**config.mk**
```make
export PLATFORM = sky130hd
export DESIGN_NAME = cfg_profile_sequencer
export DESIGN_NICKNAME = d
export VERILOG_FILES = /design/src/rtl/cfg_profile_pkg.sv /design/src/rtl/cfg_profile_cnt.sv /design/src/rtl/cfg_profile_sequencer.sv
export SDC_FILE = /design/constraint.sdc
export NUM_CORES = 1
export LEC_CHECK = 0
export ABC_CLOCK_PERIOD_IN_PS = 4500
export BUFFER_PORTS_ARGS = -buffer_cell sky130_fd_sc_hd__buf_2
export CORE_MARGIN = 2
export CORE_UTILIZATION = 47
export DETAILED_ROUTE_END_ITERATION = 10
export PLACE_DENSITY = 0.9
export SLEW_MARGIN = 10
export SYNTH_ARGS = -nofsm -noshare
export SYNTH_HDL_FRONTEND = slang
export SYNTH_SLANG_ARGS = --single-unit
```
**constraint.sdc**
```tcl
create_clock -name clk_i -period 4.5 [get_ports clk_i]
set_input_delay 0.225 -clock clk_i [delete_from_list [all_inputs] [get_ports clk_i]]
set_output_delay 0.225 -clock clk_i [all_outputs]
set_load 0.1 [all_outputs]
```
**src/rtl/cfg_profile_pkg.sv**
```systemverilog
// Shared types and width helpers for the configuration profile sequencer.
package cfg_profile_pkg;

    typedef enum logic [2:0] {
        ST_IDLE,
        ST_DRAIN,
        ST_APPLY,
        ST_SETTLE,
        ST_RELEASE
    } state_e;

    function automatic int unsigned idx_width(input int unsigned n);
        return (n > 1) ? $clog2(n) : 1;
    endfunction

    // Wide enough to hold the larger of the two terminal counts without wrapping.
    function automatic int unsigned cnt_width(input int unsigned t, input int unsigned s);
        return $clog2(((t > s) ? t : s) + 1);
    endfunction

endpackage

```
**src/rtl/cfg_profile_cnt.sv**
```systemverilog
// Clearable saturating up-counter; clear has priority over enable.
module cfg_profile_cnt #(
    parameter int unsigned Width = 4
) (
    input  logic             clk_i,
    input  logic             rst_i,
    input  logic             clr_i,
    input  logic             en_i,
    output logic [Width-1:0] cnt_o
);

    logic [Width-1:0] cnt_q, cnt_d;

    always_comb begin
        cnt_d = cnt_q;
        if (clr_i) begin
            cnt_d = '0;
        end else if (en_i && (cnt_q != {Width{1'b1}})) begin
            cnt_d = cnt_q + Width'(1);
        end
    end

    always_ff @(posedge clk_i or posedge rst_i) begin
        if (rst_i) begin
            cnt_q <= '0;
        end else begin
            cnt_q <= cnt_d;
        end
    end

    assign cnt_o = cnt_q;

endmodule

```
**src/rtl/cfg_profile_sequencer.sv**
```systemverilog
// Switches the active configuration profile under a drain/apply/settle/release
// handshake with the downstream channels.
module cfg_profile_sequencer
    import cfg_profile_pkg::*;
#(
    parameter int unsigned NumProfiles   = 3,
    parameter int unsigned NumChannels   = 4,
    parameter int unsigned CfgWidth      = 32,
    parameter int unsigned TimeoutCycles = 1024,
    parameter int unsigned SettleCycles  = 4
) (
    input  logic                                  clk_i,
    input  logic                                  rst_i,
    input  logic                                  req_valid_i,
    output logic                                  req_ready_o,
    input  logic [idx_width(NumProfiles)-1:0]     req_profile_i,
    input  logic [NumProfiles-1:0][CfgWidth-1:0]  profiles_i,
    output logic [NumChannels-1:0]                quiesce_req_o,
    input  logic [NumChannels-1:0]                quiesce_ack_i,
    output logic [CfgWidth-1:0]                   cfg_o,
    output logic [idx_width(NumProfiles)-1:0]     active_profile_o,
    output logic                                  busy_o,
    output logic                                  err_timeout_o,
    output logic                                  err_invalid_o
);

    localparam int unsigned     IdxW       = idx_width(NumProfiles);
    localparam int unsigned     CntW       = cnt_width(TimeoutCycles, SettleCycles);
    localparam logic [IdxW:0]   ProfLimit  = (IdxW+1)'(NumProfiles);
    localparam logic [CntW-1:0] TmoLast    = CntW'(TimeoutCycles - 1);
    localparam logic [CntW-1:0] SettleLast = CntW'(SettleCycles - 1);

    state_e          state_q, state_d;
    logic [IdxW-1:0] target_q, target_d;
    logic [IdxW-1:0] active_q, active_d;
    logic            err_tmo_q, err_tmo_d;
    logic            err_inv_q, err_inv_d;
    logic [CntW-1:0] tmo_cnt, settle_cnt;
    logic            cnt_clr;
    logic            quiesce_on;

    always_comb begin
        state_d   = state_q;
        target_d  = target_q;
        active_d  = active_q;
        err_tmo_d = 1'b0;
        err_inv_d = 1'b0;
        unique case (state_q)
            ST_IDLE: begin
                if (req_valid_i) begin
                    if ({1'b0, req_profile_i} >= ProfLimit) begin
                        err_inv_d = 1'b1;
                    end else if (req_profile_i != active_q) begin
                        target_d = req_profile_i;
                        state_d  = ST_DRAIN;
                    end
                end
            end
            // Full ack takes priority over a timeout landing in the same cycle.
            ST_DRAIN: begin
                if (&quiesce_ack_i) begin
                    state_d = ST_APPLY;
                end else if (tmo_cnt == TmoLast) begin
                    state_d   = ST_IDLE;
                    err_tmo_d = 1'b1;
                end
            end
            ST_APPLY: begin
                active_d = target_q;
                state_d  = ST_SETTLE;
            end
            ST_SETTLE: begin
                if (settle_cnt == SettleLast) begin
                    state_d = ST_RELEASE;
                end
            end
            ST_RELEASE: begin
                if (!(|quiesce_ack_i)) begin
                    state_d = ST_IDLE;
                end
            end
            default: state_d = ST_IDLE;
        endcase
    end

    always_ff @(posedge clk_i or posedge rst_i) begin
        if (rst_i) begin
            state_q   <= ST_IDLE;
            target_q  <= '0;
            active_q  <= '0;
            err_tmo_q <= 1'b0;
            err_inv_q <= 1'b0;
        end else begin
            state_q   <= state_d;
            target_q  <= target_d;
            active_q  <= active_d;
            err_tmo_q <= err_tmo_d;
            err_inv_q <= err_inv_d;
        end
    end

    // Both counters restart from zero on every state transition.
    assign cnt_clr = (state_d != state_q);

    cfg_profile_cnt #(.Width(CntW)) u_tmo_cnt (
        .clk_i (clk_i),
        .rst_i (rst_i),
        .clr_i (cnt_clr),
        .en_i  (state_q == ST_DRAIN),
        .cnt_o (tmo_cnt)
    );

    cfg_profile_cnt #(.Width(CntW)) u_settle_cnt (
        .clk_i (clk_i),
        .rst_i (rst_i),
        .clr_i (cnt_clr),
        .en_i  (state_q == ST_SETTLE),
        .cnt_o (settle_cnt)
    );

    assign quiesce_on       = (state_q == ST_DRAIN) || (state_q == ST_APPLY) || (state_q == ST_SETTLE);
    assign quiesce_req_o    = {NumChannels{quiesce_on}};
    assign req_ready_o      = (state_q == ST_IDLE);
    assign busy_o           = (state_q != ST_IDLE);
    assign active_profile_o = active_q;
    assign cfg_o            = profiles_i[active_q];
    assign err_timeout_o    = err_tmo_q;
    assign err_invalid_o    = err_inv_q;

endmodule

```
; ---- After elaboration in Yosys (flattened, before gate mapping)
; Index checks and enable logic that the tools add are counted.
[word_totals]
ff_bits = 31
elab_cells = 53
[classes]
muxes = 20
addsub = 2
bitwise_logic = 1
n_eq_ne = 10
reduce_logical = 11
order_cmp = 2
[op_table]
columns = operator, n
row1 = 32-bit binary-select mux with 2-bit select, 1
row2 = 11-bit 2-to-1 mux, 4
row3 = 32-bit 2-to-1 mux, 1
row4 = "11-bit by 1-bit adder with 11-bit output, second input constant", 2
row5 = "11-bit inequality test, second input constant", 2
row6 = 3-bit 2-to-1 mux, 7
row7 = 3-bit case mux with 5 select lines, 1
row8 = "11-bit by 10-bit equality test with 1-bit output, second input constant", 1
row9 = "11-bit by 2-bit equality test with 1-bit output, second input constant", 1
row10 = 4-bit AND reduction, 2
row11 = "3-bit by 2-bit equality test with 1-bit output, second input constant", 2
row12 = 1-bit 2-to-1 mux, 6
row13 = 2-bit nonzero test, 2
row14 = 4-bit OR reduction, 1
row15 = "3-bit by 1-bit equality test with 1-bit output, second input constant", 1
row16 = "3-bit equality test, second input constant", 1
row17 = 3-bit zero test, 1
row18 = "2-bit by 3-bit < comparator with 1-bit output, second input constant", 1
row19 = 3-bit inequality test, 1
row20 = 3-bit nonzero test, 1
row21 = "2-bit >= comparator, second input constant", 1
row22 = 1-bit logical AND, 2
row23 = 1-bit logical OR, 2
row24 = 2-bit inequality test, 1
row25 = 1-bit NOT, 1

; ---- Longest topological paths before layout
[depth]
ltp_word = 7
ltp_mapped = 8
depth_no_buf = 6

; ---- Hierarchy
; Synthesis repeated with hierarchy kept, for this count alone.
[unflattened]
hier_cells = 322
area_unflattened_um2 = 2688.8
[by_module_without_submodules]
columns = module, n_inst, cells_each, area_per_inst_um2, seq_area_each_um2
row1 = cfg_profile_cnt, 2, 77, 743.2, 275.3
row2 = cfg_profile_sequencer, 1, 168, 1202.4, 225.2

; ---- Worst setup path before layout
; Ideal clock, no wire load.
[synth_timing]
path_type = reg2out
start = register active_q[1] (netlist: active_profile_o[1])
end = output cfg_o[10]
path_slack_ns = 0.983
path_buffers = 2
path_stages_with_launch = 5
arrival_ns = 3.292
path_cell_list = dfrtp_1 > buf_2 > buf_1 > mux2i_1 > o21ai_1
[synth_between]
elab_chain_len = 2
[synth_rtl]
columns = element, line
row1 = from (decl), cfg_profile_sequencer.sv:35  ; logic [IdxW-1:0] active_q, active_d;
row2 = from (signal assigned), cfg_profile_sequencer.sv:96  ; active_q <= active_d;
row3 = 32-bit binary-select mux with 2-bit select, cfg_profile_sequencer.sv:126  ; assign cfg_o = profiles_i[active_q];
row4 = 32-bit 2-to-1 mux (implied by the code), cfg_profile_sequencer.sv:126
row5 = to (decl), cfg_profile_sequencer.sv:20  ; output logic [CfgWidth-1:0] cfg_o,
; No other way between the ends. The select of a mux whose other input is x is not followed.

; ---- Final worst setup path
[layout_timing]
start = register active_q[0] (netlist: active_profile_o[0])
end = output cfg_o[21]
; The elaborated chain is that of the path after synthesis.

==> summary by stage <==
Synth
The summed instance area of the synthesized netlist is 2640 µm². The share of the synthesized area in the top cell type is slightly below 30%. After synthesis, the most frequently instantiated cells are nand2_1, mux2i_1, o21ai_1.

The post-synth net total is 406. The number of instances in the synthesized netlist is 299. The sequential share of the synthesized area is 29.4%.

Each instance of the synthesized netlist takes up on average ~9 µm². The most used standard cell by instance count after synthesis is nand2_1. The Yosys step of the flow raised 0 warnings.

After synthesis, the cell types taking the most area are dfrtp_1, mux2i_1, nor3_2. After synthesis, the share of flip-flops with an asynchronous set or reset is 100%. The post-synthesis cell type with the largest combined area is dfrtp_1. The number of enable-type register cells in the synthesized netlist is 0.

For this run, the leading register cell type out of synthesis is dfrtp_1. The number of different library cells in the post-synthesis netlist is between 50 and 60. The flop and latch count out of synthesis is 31.

Final layout
Counting the fill cells in the layout gives 472. The post-layout instance area is 3430 µm². In the final layout, the share of cells above drive strength 1 is 44.7%.

The signed area change from the synthesized netlist to the final layout is 30.0%. The net count reported at finish is 538. The antenna cell count is 0. Cells fill 62.6% of the core in the end.

Worst setup path
The required time at the endpoint of the critical path is 4280 ps. The critical path goes through buf_4 -> nor2b_2 -> nand2_1 -> o21ai_1 -> buf_2. The longest individual stage delay on the worst path is between 1000 and 1500 ps.

The type of destination of the critical path is an output pin. The top fanout value on the critical path is 32. The critical path's slowest cell is nor2b_2. For the worst setup path, the data arrival time is around 3200 ps.

The worst setup path is of the reg2out kind. The category of the worst setup path launch point is a flip-flop.

Placed design
The total cell area at the placement stage is roughly 3300 µm². Summed over all nets, the half-perimeter wirelength after detailed placement is roughly 6.1 mm. At the end of routability-driven placement, the weighted congestion stood at 0.834. The count of buffers inserted at the top-level ports is 146. The worst-case setup slack after placement is 1470 ps.

Power and ir drop
For this design the static power due to leakage is 1.85 nW. The worst-case IR drop observed on VDD is a little over 0.0004 V. The power per standard cell area is 689 nW/µm².

GRT
After global routing the overflow that remains totals 0. The number of antenna violations at the first check in global routing is 0. The first-pass GRT wire length is between 10 and 15 mm. Global routing used 25.0% of the available tracks.

Entering global routing, the biggest net connects 42 pins. The via count of the first global-routing pass is ~2500.

Clock tree
The total CTS buffers is 5. The number of sinks driven by the clock tree is 31. The number of H-tree branching levels is 2.

The number of hold-repair buffers added at the cts stage is 0. The clock transition at the register clock pins on the worst setup and hold paths after CTS is 60 ps. The later-pin clock latency in the skew report is about 290 ps.

The worst-case clock buffer depth is 2. Once the clock tree was built, the resizer swapped 0 gates to a different size. TritonCTS built the clock tree. The cell at the root of the clock tree is clkbuf_8. In this run the post-CTS setup repair buffer count came out at 0.

Timing
Setup repair after global routing left no endpoint under its margin. On the final layout, the worst hold slack is 1.64 ps. For this run, the top clock speed supported by timing is between 200 and 300 MHz. The max-slew violation count was 0.

Setup violations remaining at the end of the flow were counted as 0. The total count of hold-check failures in the final report is 0. In the post-route analysis, the smallest setup slack over all paths is about 1100 ps. The slew at the pin closest to its max-slew limit is 1210 ps. The headroom to the max-slew limit is 18.7%. The largest clock skew in the final design is around 10 ps. Counting I/O delays and the setup requirement, the final critical path takes 3430 ps.

For the final routed database, the setup TNS stands at 0 ps. The final clock period utilization by the worst path is 76.3%.

Flow run
The tool flagged a number of max-cap violations equal to 0.

Routing
The routed wire length is 7.80 mm. In this run, the number of DRC markers left after iteration 0 of detailed routing was 170. In the final routed layout, each cell accounts on average for between 15 and 20 µm. The average vias per placed instance is 5.42. The DRC violation count after routing is 0. The final route contains 2734 vias.

Once detail routing completed, the nets flagged for antenna violations numbered 0. The first TritonRoute pass finished after 6 iterations.

Die
The die covers around 6200 µm². The total area inside the core boundary comes to 5470 µm². The count of standard-cell rows is 27. Once the floorplan was initialized, standard cells occupied 48.2% of the core. Pin placement for this block handled approximately 150 I/O pins. The height of the die is 78.9 µm. The die is 78.9 µm wide.

Outcome
The run finished with clean final reports.

Min path
The path class of the lowest-slack min-delay path is in2async.
-- kinds of logic (layout without fill, tap and decap cells) --
family / after synthesis / in the layout / synth area share, %
and+or+nand+nor: 133 / 133 / 31.4
xor gates and xnor gates: 12 / 12 / 3.99
DFF: 31 / 31 / 29.4
buffers and inverters: 29 / 162 / 6.74
muxes: 39 / 39 / 15.0
AOI/OAI and AO/OA: 53 / 53 / 12.6
adders and majority gates: 2 / 2 / 0.949
-- report_power, final --
group	switching (mW)	leakage [nW]	internal (mW)
clock network	0.102	0.0515	0.139
logic	1.32	1.39	0.366
registers	0.118	0.407	0.318
-- layer usage --
layer  track usage [%]  vias to the layer above  part of all wire [%]
li1                  -                     1342                     -
met1              30.6                     1234                    40
met2              41.2                      135                    48
met3              7.39                       23                   8.2
met4              10.7                        0                   3.4
met5                 0                        -                     0
-- sequential cells by signal, summed over array words and instances, names as in the netlist --
| signal | flops |
|---|---|
| active_profile_o | 2 |
| err_invalid_o | 1 |
| err_timeout_o | 1 |
| state_q | 3 |
| target_q | 2 |
| u_settle_cnt.cnt_o | 11 |
| u_tmo_cnt.cnt_o | 11 |
-- final timing paths --
| check | startpoint | end | slack [ps] | cells after the start |
|---|---|---|---|---|
| worst max register to register | active_profile_o[1]$_DFFE_PP0P_ | u_tmo_cnt.cnt_o[0]$_DFFE_PP0P_ | 1590 | 6 |
| worst min-delay path | rst_i | u_tmo_cnt.cnt_o[4]$_DFFE_PP0P_ | 2 | 3 |
| max in group asynchronous | rst_i | active_profile_o[1]$_DFFE_PP0P_ | 4180 | 3 |
| worst max-delay path | active_profile_o[0]$_DFFE_PP0P_ | cfg_o[21] | 1070 | 5 |
| worst min register to register | target_q[0]$_DFFE_PP0P_ | active_profile_o[0]$_DFFE_PP0P_ | 550 | 1 |
| min in group clk_i | req_profile_i[0] | err_invalid_o$_DFF_PP0_ | 260 | 3 |
-- worst max-delay path, delay by kind of cell, from the launching register on --
kind / cells / cell delay (ps)
buffers and inverters: 2 / 800
AOI/OAI and AO/OA: 1 / 130
and+or+nand+nor: 2 / 1230
DFF: 1 / 740
-- per-stage QoR --
step                std cells  power (mW)
floorplan                 299        1.91
global placement          496        2.10
detailed placement        496        2.12
CTS                       504        2.37
global route              504        2.47
finish                    504        2.36
-- area by class of cell --
cell class	count	area (µm²)	area share, %
clock buffer	8	100	2.92
inverter	4	15.0	0.438
multi-input combinational	239	1690	49.2
sequential	31	777	22.7
tap	72	90.1	2.63
timing repair buffer	150	761	22.2
-- layout by cell type (no fill, tap or decap), types with 2 or more instances in the layout --
master	Yosys	routed
inv_1	3	3
nor2b_1	3	2
and2_1	4	4
nand3_1	14	14
buf_4	6	4
nor2_1	8	8
nand4_1	9	9
buf_2	1	146
nand2_4	2	2
nand3b_1	2	2
o21ai_1	34	34
o21ai_0	4	4
nand2_1	43	43
clkbuf_8	0	7
a21oi_1	3	3
or3_1	2	2
ha_1	2	2
nor3_2	20	20
o22ai_1	2	2
xor2_1	11	11
mux2_1	2	2
mux2i_1	36	36
and4_1	3	3
nor3_1	6	6
and3b_1	2	2
dfrtp_1	31	30
and3_1	3	3
Note: power is estimated with default switching activity, not from simulation.
